<file path="src/rtl/pipeline_hazard_ctrl.sv">
// rtl/pipeline_hazard_ctrl.sv - load-use/branch/mul-div hazard detection, forwarding selects, stall counter
// All hazard outputs are combinational; only the mul/div busy counter and stall counter are registered.
module pipeline_hazard_ctrl #(
  parameter int REG_AW      = 5,
  parameter int MD_LATENCY  = 4,
  parameter int MD_CNT_W    = 3,
  parameter int STALL_CNT_W = 16,
  parameter int BRANCH_IN_D = 1
) (
  input  logic                   clk,
  input  logic                   reset_n,
  input  logic                   BranchD,
  input  logic                   MdStartD,
  input  logic                   MdReadD,
  input  logic [REG_AW-1:0]      RsD,
  input  logic [REG_AW-1:0]      RtD,
  input  logic [REG_AW-1:0]      RsE,
  input  logic [REG_AW-1:0]      RtE,
  input  logic [REG_AW-1:0]      WriteRegE,
  input  logic [REG_AW-1:0]      WriteRegM,
  input  logic [REG_AW-1:0]      WriteRegW,
  input  logic                   MemtoRegE,
  input  logic                   RegWriteE,
  input  logic                   MdStartE,
  input  logic                   MemtoRegM,
  input  logic                   RegWriteM,
  input  logic                   RegWriteW,
  output logic                   StallF,
  output logic                   StallD,
  output logic                   FlushE,
  output logic                   ForwardAD,
  output logic                   ForwardBD,
  output logic [1:0]             ForwardAE,
  output logic [1:0]             ForwardBE,
  output logic                   MdBusy,
  output logic [STALL_CNT_W-1:0] StallCount
);

  localparam logic BR_D = (BRANCH_IN_D != 0);

  logic [MD_CNT_W-1:0]    md_cnt_q, md_cnt_d;
  logic [STALL_CNT_W-1:0] stall_cnt_q, stall_cnt_d;
  logic                   md_busy;
  logic                   lwstall, branchstall, mdstall, stall;
  logic                   fwd_ad, fwd_bd;
  logic [1:0]             fwd_ae, fwd_be;

  // A register-0 source never matches, so r==0 short-circuits every compare.
  function automatic logic [1:0] e_fwd_sel(input logic [REG_AW-1:0] r);
    if (r != '0 && r == WriteRegM && RegWriteM)
      return 2'b10;
    else if (r != '0 && r == WriteRegW && RegWriteW)
      return 2'b01;
    else
      return 2'b00;
  endfunction

  function automatic logic d_src_hit(input logic [REG_AW-1:0] w);
    return (w != '0) && (w == RsD || w == RtD);
  endfunction

  assign md_busy = (md_cnt_q != '0);

  always_comb begin
    lwstall     = MemtoRegE && (RtE != '0) && (RtE == RsD || RtE == RtD);
    branchstall = BR_D && BranchD &&
                  ((RegWriteE && d_src_hit(WriteRegE)) ||
                   (MemtoRegM && d_src_hit(WriteRegM)));
    mdstall     = (MdReadD || MdStartD) && (md_busy || MdStartE);
    stall       = lwstall || branchstall || mdstall;
    fwd_ad      = BR_D && (RsD != '0) && (RsD == WriteRegM) && RegWriteM;
    fwd_bd      = BR_D && (RtD != '0) && (RtD == WriteRegM) && RegWriteM;
    fwd_ae      = e_fwd_sel(RsE);
    fwd_be      = e_fwd_sel(RtE);
  end

  always_comb begin
    md_cnt_d = md_cnt_q;
    if (MdStartE)
      md_cnt_d = MD_CNT_W'(MD_LATENCY);
    else if (md_busy)
      md_cnt_d = md_cnt_q - 1'b1;

    stall_cnt_d = stall_cnt_q;
    if (stall && stall_cnt_q != '1)
      stall_cnt_d = stall_cnt_q + 1'b1;
  end

  always_ff @(posedge clk) begin
    if (!reset_n) begin
      md_cnt_q    <= '0;
      stall_cnt_q <= '0;
    end else begin
      md_cnt_q    <= md_cnt_d;
      stall_cnt_q <= stall_cnt_d;
    end
  end

  // While reset is held every output reads 0, even mid-operation.
  assign StallF     = reset_n && stall;
  assign StallD     = reset_n && stall;
  assign FlushE     = reset_n && stall;
  assign ForwardAD  = reset_n && fwd_ad;
  assign ForwardBD  = reset_n && fwd_bd;
  assign ForwardAE  = reset_n ? fwd_ae : 2'b00;
  assign ForwardBE  = reset_n ? fwd_be : 2'b00;
  assign MdBusy     = reset_n && md_busy;
  assign StallCount = reset_n ? stall_cnt_q : '0;

endmodule

</file>
<file path="config.mk">
export PLATFORM = sky130hd
export DESIGN_NAME = pipeline_hazard_ctrl
export DESIGN_NICKNAME = d
export VERILOG_FILES = /design/src/rtl/pipeline_hazard_ctrl.sv
export SDC_FILE = /design/constraint.sdc
export NUM_CORES = 1
export LEC_CHECK = 0
export BUFFER_PORTS_ARGS = -buffer_cell sky130_fd_sc_hd__buf_2
export CAP_MARGIN = 20
export CORE_MARGIN = 2
export CORE_UTILIZATION = 54
export CTS_CLUSTER_SIZE = 20
export DETAILED_ROUTE_END_ITERATION = 8
export HOLD_SLACK_MARGIN = 0.15
export PLACE_DENSITY = 0.86
export RECOVER_POWER = 50
export SYNTH_ARGS = -nofsm -noshare
export SYNTH_HDL_FRONTEND = slang
export SYNTH_SLANG_ARGS = --single-unit
</file>
<file path="constraint.sdc">
create_clock -name clk -period 3.3 [get_ports clk]
set_input_delay 0.495 -clock clk [delete_from_list [all_inputs] [get_ports clk]]
set_output_delay 0.495 -clock clk [all_outputs]
set_load 0.01 [all_outputs]
</file>
# After elaboration in Yosys (flattened, before gate mapping)
# Index checks and enable logic that the tools add are counted.
[op_classes]
muxes = 9
reduce_logical = 42
eq_ne = 13
n_bitwise = 1
n_addsub = 2
[op_table]
columns = ["op", "n"]
rows = [
  ["$eq A5 B5 Y1", 12],
  ["$reduce_bool A5 Y1", 6],
  ["$logic_and A1 B1 Y1", 25],
  ["$add A16 B1 Y16 const B", 1],
  ["$mux W16", 1],
  ["$ne A16 B16 Y1 const B", 1],
  ["$logic_or A1 B1 Y1", 8],
  ["$mux W2", 4],
  ["$mux W3", 2],
  ["$reduce_bool A3 Y1", 1],
  ["$sub A3 B1 Y3 const B", 1],
  ["$mux W1", 2],
  ["$reduce_bool A2 Y1", 1],
  ["$reduce_or A2 Y1", 1],
  ["$not A1 Y1", 1],
]
[word_totals]
elab_cells = 70
inputBits = 46
output_inout_bits = 26
ff_bits = 19

# Depth between registers and ports, before layout
[depth]
depth_word = 9
ltp_mapped = 9

# Worst setup path before layout
# No wires, ideal clock.
[synth_path]
kind = "input -> output"
startpoint = "input port WriteRegM[2]"
endpoint = "output port StallD"
path_slack_ns = 0.748
t_arrival_ns = 2.057
t_required_ns = 2.805
path_stages = 8
cell_sequence = "buf_2 > or4_4 > o211ai_2 > a21oi_1 > and4b_4 > buf_6 > nor2_1 > buf_4"
[synth_via]
elab_chain_len = 9
[synth_rtl]
columns = ["item", "line", "rtl"]
rows = [
  ["from (decl)", "20", "input logic [REG_AW-1:0] WriteRegM,"],
  ["$eq A5 B5 Y1", "59", "return (w != '0) && (w == RsD || w == RtD);"],
  ["$logic_or A1 B1 Y1", "59", ""],
  ["$logic_and A1 B1 Y1 (*)", "59", ""],
  ["$logic_and A1 B1 Y1 (*)", "68", "(MemtoRegM && d_src_hit(WriteRegM)));"],
  ["$logic_or A1 B1 Y1 (*)", "67", "((RegWriteE && d_src_hit(WriteRegE)) ||"],
  ["$logic_and A1 B1 Y1 (*)", "66", "branchstall = BR_D && BranchD &&"],
  ["$logic_or A1 B1 Y1 (*) (2 in a row)", "70", "stall = lwstall || branchstall || mdstall;"],
  ["$logic_and A1 B1 Y1 (*)", "n/a", ""],
  ["to (decl)", "29", "output logic StallD,"],
]
# Every way passes the cells marked *; elsewhere a longest branch is shown, timed or not.

# Final worst setup path
[layout_path]
startpoint = "input port WriteRegM[1]"
endpoint = "output port StallF"
[layout_via]
elab_chain_len = 9
[layout_rtl]
columns = ["item", "line", "rtl"]
rows = [
  ["$eq A5 B5 Y1", "59", ""],
  ["$logic_or A1 B1 Y1", "59", ""],
  ["$logic_and A1 B1 Y1 (*)", "59", ""],
  ["$logic_and A1 B1 Y1 (*)", "68", ""],
  ["$logic_or A1 B1 Y1 (*)", "67", ""],
  ["$logic_and A1 B1 Y1 (*)", "66", ""],
  ["$logic_or A1 B1 Y1 (*) (2 in a row)", "70", ""],
  ["$logic_and A1 B1 Y1 (*)", "100", "assign StallF = reset_n && stall;"],
  ["to (decl)", "28", "output logic StallF,"],
]
# Marks and branches as above.

==> results.py <==
metrics = {
    "grt": {
        "grt_pass1_wl_um": 7770,
        "track_usage_pct": 23.1,
        "overflow": 0,
        "antenna_found_initial": 0,
        "grt_pass1_vias": 1801,
        "grt_max_degree": 27,
    },
    "placement": {
        "gp_congestion": 0.863,
        "dp.cells": 332,
        "port_buffers": 71,
        "hpwl_um": 3760,
    },
    "clock_network": {
        "clock_latency_ns": 0.30,
        "clk_path_buf_depth": 2,
        "clk_pin_slew_ns": 0.11,
        "cts-resized-gates": 0,
        "cts_max_level": 1,
        "hold_buffers": 0,
        "clock_sinks": 19,
        "cts_made_buffers": 3,
        "clock_tree.root_cell": "clkbuf_4",
        "postCtsSetupBuffers": 0,
        "cts_tree": "built",
    },
    "finish": {
        "drive_gt1_share_pct": 32.8,
        "layout.nets": 340,
        "nFillCells": 300,
        "antenna_cells": 0,
        "finalCoreUtilization_pct": 66.9,
        "areaGrowthSynthToFinish_pct": 16.4,
        "final_cells": 336,
    },
    "logic_synthesis": {
        "ys_types": 47,
        "synthCells": 232,
        "synth_area_um2": 1960,
        "async_reset_ff_share_pct": 0,
        "ys_seq_elements": 19,
        "synth-seq-area-share_pct": 19.4,
        "synth_edf_count": 0,
        "netlist.area_leader.share_pct": 19.4,
        "synth_top_area_cell": "dfxtp_1",
        "synth.area.top_cells": "dfxtp_1 (19%), xnor2_1 (16%), mux2_4 (6.9%)",
        "synth_ff_type": "dfxtp_1",
        "syn-num-nets": 281,
        "syn_area_per_cell_um2": 8.47,
        "yosysWarnings": 0,
    },
    "flow_run": {
        "maxCapViolations": 0,
    },
    "power": {
        "ir_drop_uv": 118,
        "power.leakage_nw": 0.919,
        "total_power_uw": 570,
        "powerDensity_nw_per_um2": 249,
    },
    "worst_setup_path": {
        "critPathRequiredTime_ns": 2.80,
        "worstPathMaxFanout": 23,
        "cp-end-kind": "output port",
        "path_class": "in -> out",
        "cp.arrival_ns": 2.22,
        "worst_setup_path_start_kind": "primary input",
    },
    "sta": {
        "final-setup-viol-count": 0,
        "finalCritPeriodShare_pct": 82.3,
        "fin_crit_ns": 2.72,
        "report.final.slew_viol_count": 0,
        "holdWs_ns": 0.402,
        "rsz0062_at_grt": "false",
        "fin_setup_tns_ns": 0,
        "hold_viol_final": 0,
        "maxSlewHeadroom_pct": 33.8,
        "finClkSkew_ns": 0.00882,
        "tightest_slew_ns": 0.992,
        "fmax_mhz": 368,
    },
    "route": {
        "vias": 1878,
        "wl_per_cell_um": 13.8,
        "drt.antenna.violating_nets": 0,
        "drc": 0,
        "routed_via_density": 5.59,
        "drt-pass1-iter-count": 4,
        "routed_wl_um": 4640,
        "drtIter0Drc": 104,
    },
    "floorplanning": {
        "core_area_um2": 3420,
        "initial_core_util_pct": 57.5,
        "die_area_um2": 4140,
        "num_rows": 21,
        "io_pins": 72,
        "fp.dieW_um": 64.3,
        "die_y_um": 64.3,
    },
    "worst_hold_path": {
        "hold_class": "in -> reg",
    },
    "status": {
        "outcome": "finished clean",
    },
}
==> layout make-up <==
cell class | instances | area (um2) | area share (%)
Inverter | 5 | 18.8 | 0.821
Clock inverter | 1 | 5.00 | 0.219
Multi-Input combinational cell | 190 | 1450 | 63.3
Clock buffer | 3 | 22.5 | 0.985
Sequential cell | 19 | 380 | 16.6
Timing Repair Buffer | 72 | 354 | 15.5
Tap cell | 46 | 57.6 | 2.52
==> registers in the layout, summed over array words and instances (netlist names) <==
register	flops
stall_cnt_q	16
md_cnt_q	3
==> final timing paths <==
kind | from | endpoint | slack [ns] | cells past startpoint
max | WriteRegM[1] | StallF | 0.58 | 7
min | MdStartE | md_cnt_q[0] | 0.40 | 2
max reg2reg | stall_cnt_q[2] | stall_cnt_q[2] | 0.86 | 5
min reg2reg | md_cnt_q[1] | md_cnt_q[1] | 0.51 | 2
==> cells in the final DEF (no fill, tap or decap), drive strengths merged, types with 6 or more instances in the layout <==
master / Yosys / layout
a21oi: 6 / 6
and2: 19 / 19
buf: 14 / 67
clkbuf: 4 / 8
dfxtp: 19 / 19
mux2: 10 / 10
nand2: 11 / 11
nand3: 12 / 12
nand4: 7 / 7
nor2: 18 / 18
nor3: 11 / 11
nor4: 10 / 10
or4: 8 / 8
xnor2: 37 / 37
xor2: 14 / 14
==> routing by layer <==
layer / part of all wire [%] / track usage, % / vias up / wire length, um
li1: - / - / 933 / -
met1: 43 / 27.7 / 859 / 1990
met2: 49 / 41.8 / 78 / 2280
met3: 6.1 / 3.17 / 8 / 282
met4: 1.7 / 8.24 / 0 / 78
met5: 0 / 0 / - / 0
==> stage by stage <==
step                worst slack (ns)  instance area, um2
floorplan                      0.748                1960
global placement               0.624                2270
detailed placement             0.601                2270
CTS                            0.597                2290
global route                   0.527                2290
finish                         0.585                2290
==> worst max-delay path, stage by stage <==
cell and delay [ns]:
buf_2 0.14, or4_4 0.54, o211ai_2 0.14, a21oi_1 0.06, and4b_4 0.54, nor2_1 0.14, buf_2 0.16
==> power by group <==
| part | switching (mW) | leakage (nW) | internal, mW |
|---|---|---|---|
| logic | 0.112 | 0.747 | 0.0907 |
| registers | 0.00629 | 0.154 | 0.238 |
| clock network | 0.0780 | 0.0177 | 0.0452 |
| total | 0.196 | 0.919 | 0.374 |
==> cells in the mapped netlist (2+ instances only) <==
cell type / count
xnor2_1: 37
and2_1: 19
dfxtp_1: 19
nor2_1: 17
xor2_1: 14
nand3_1: 12
nand2_1: 11
buf_2: 9
mux2_4: 9
nor3_1: 8
or4_1: 7
a21oi_1: 6
nand4_1: 6
nor4_1: 5
clkbuf_1: 4
inv_1: 4
nor4_2: 4
ha_1: 3
nor3_2: 3
o31ai_1: 3
buf_4: 2
buf_6: 2
o21ai_0: 2
o22ai_1: 2
or3_1: 2
==> kinds of logic (layout without fill, tap and decap cells) <==
| group | count (synthesis) | in the layout | synth area share (%) |
|---|---|---|---|
| buffers and inverters | 23 | 81 | 6.94 |
| AOI/OAI and AO/OA | 20 | 20 | 7.20 |
| DFF | 19 | 19 | 19.4 |
| and+or+nand+nor | 106 | 106 | 34.4 |
| adders and majority gates | 3 | 3 | 1.91 |
| xor gates and xnor gates | 51 | 51 | 22.7 |
| muxes | 10 | 10 | 7.45 |
Note: power is estimated with default switching activity, not from simulation.
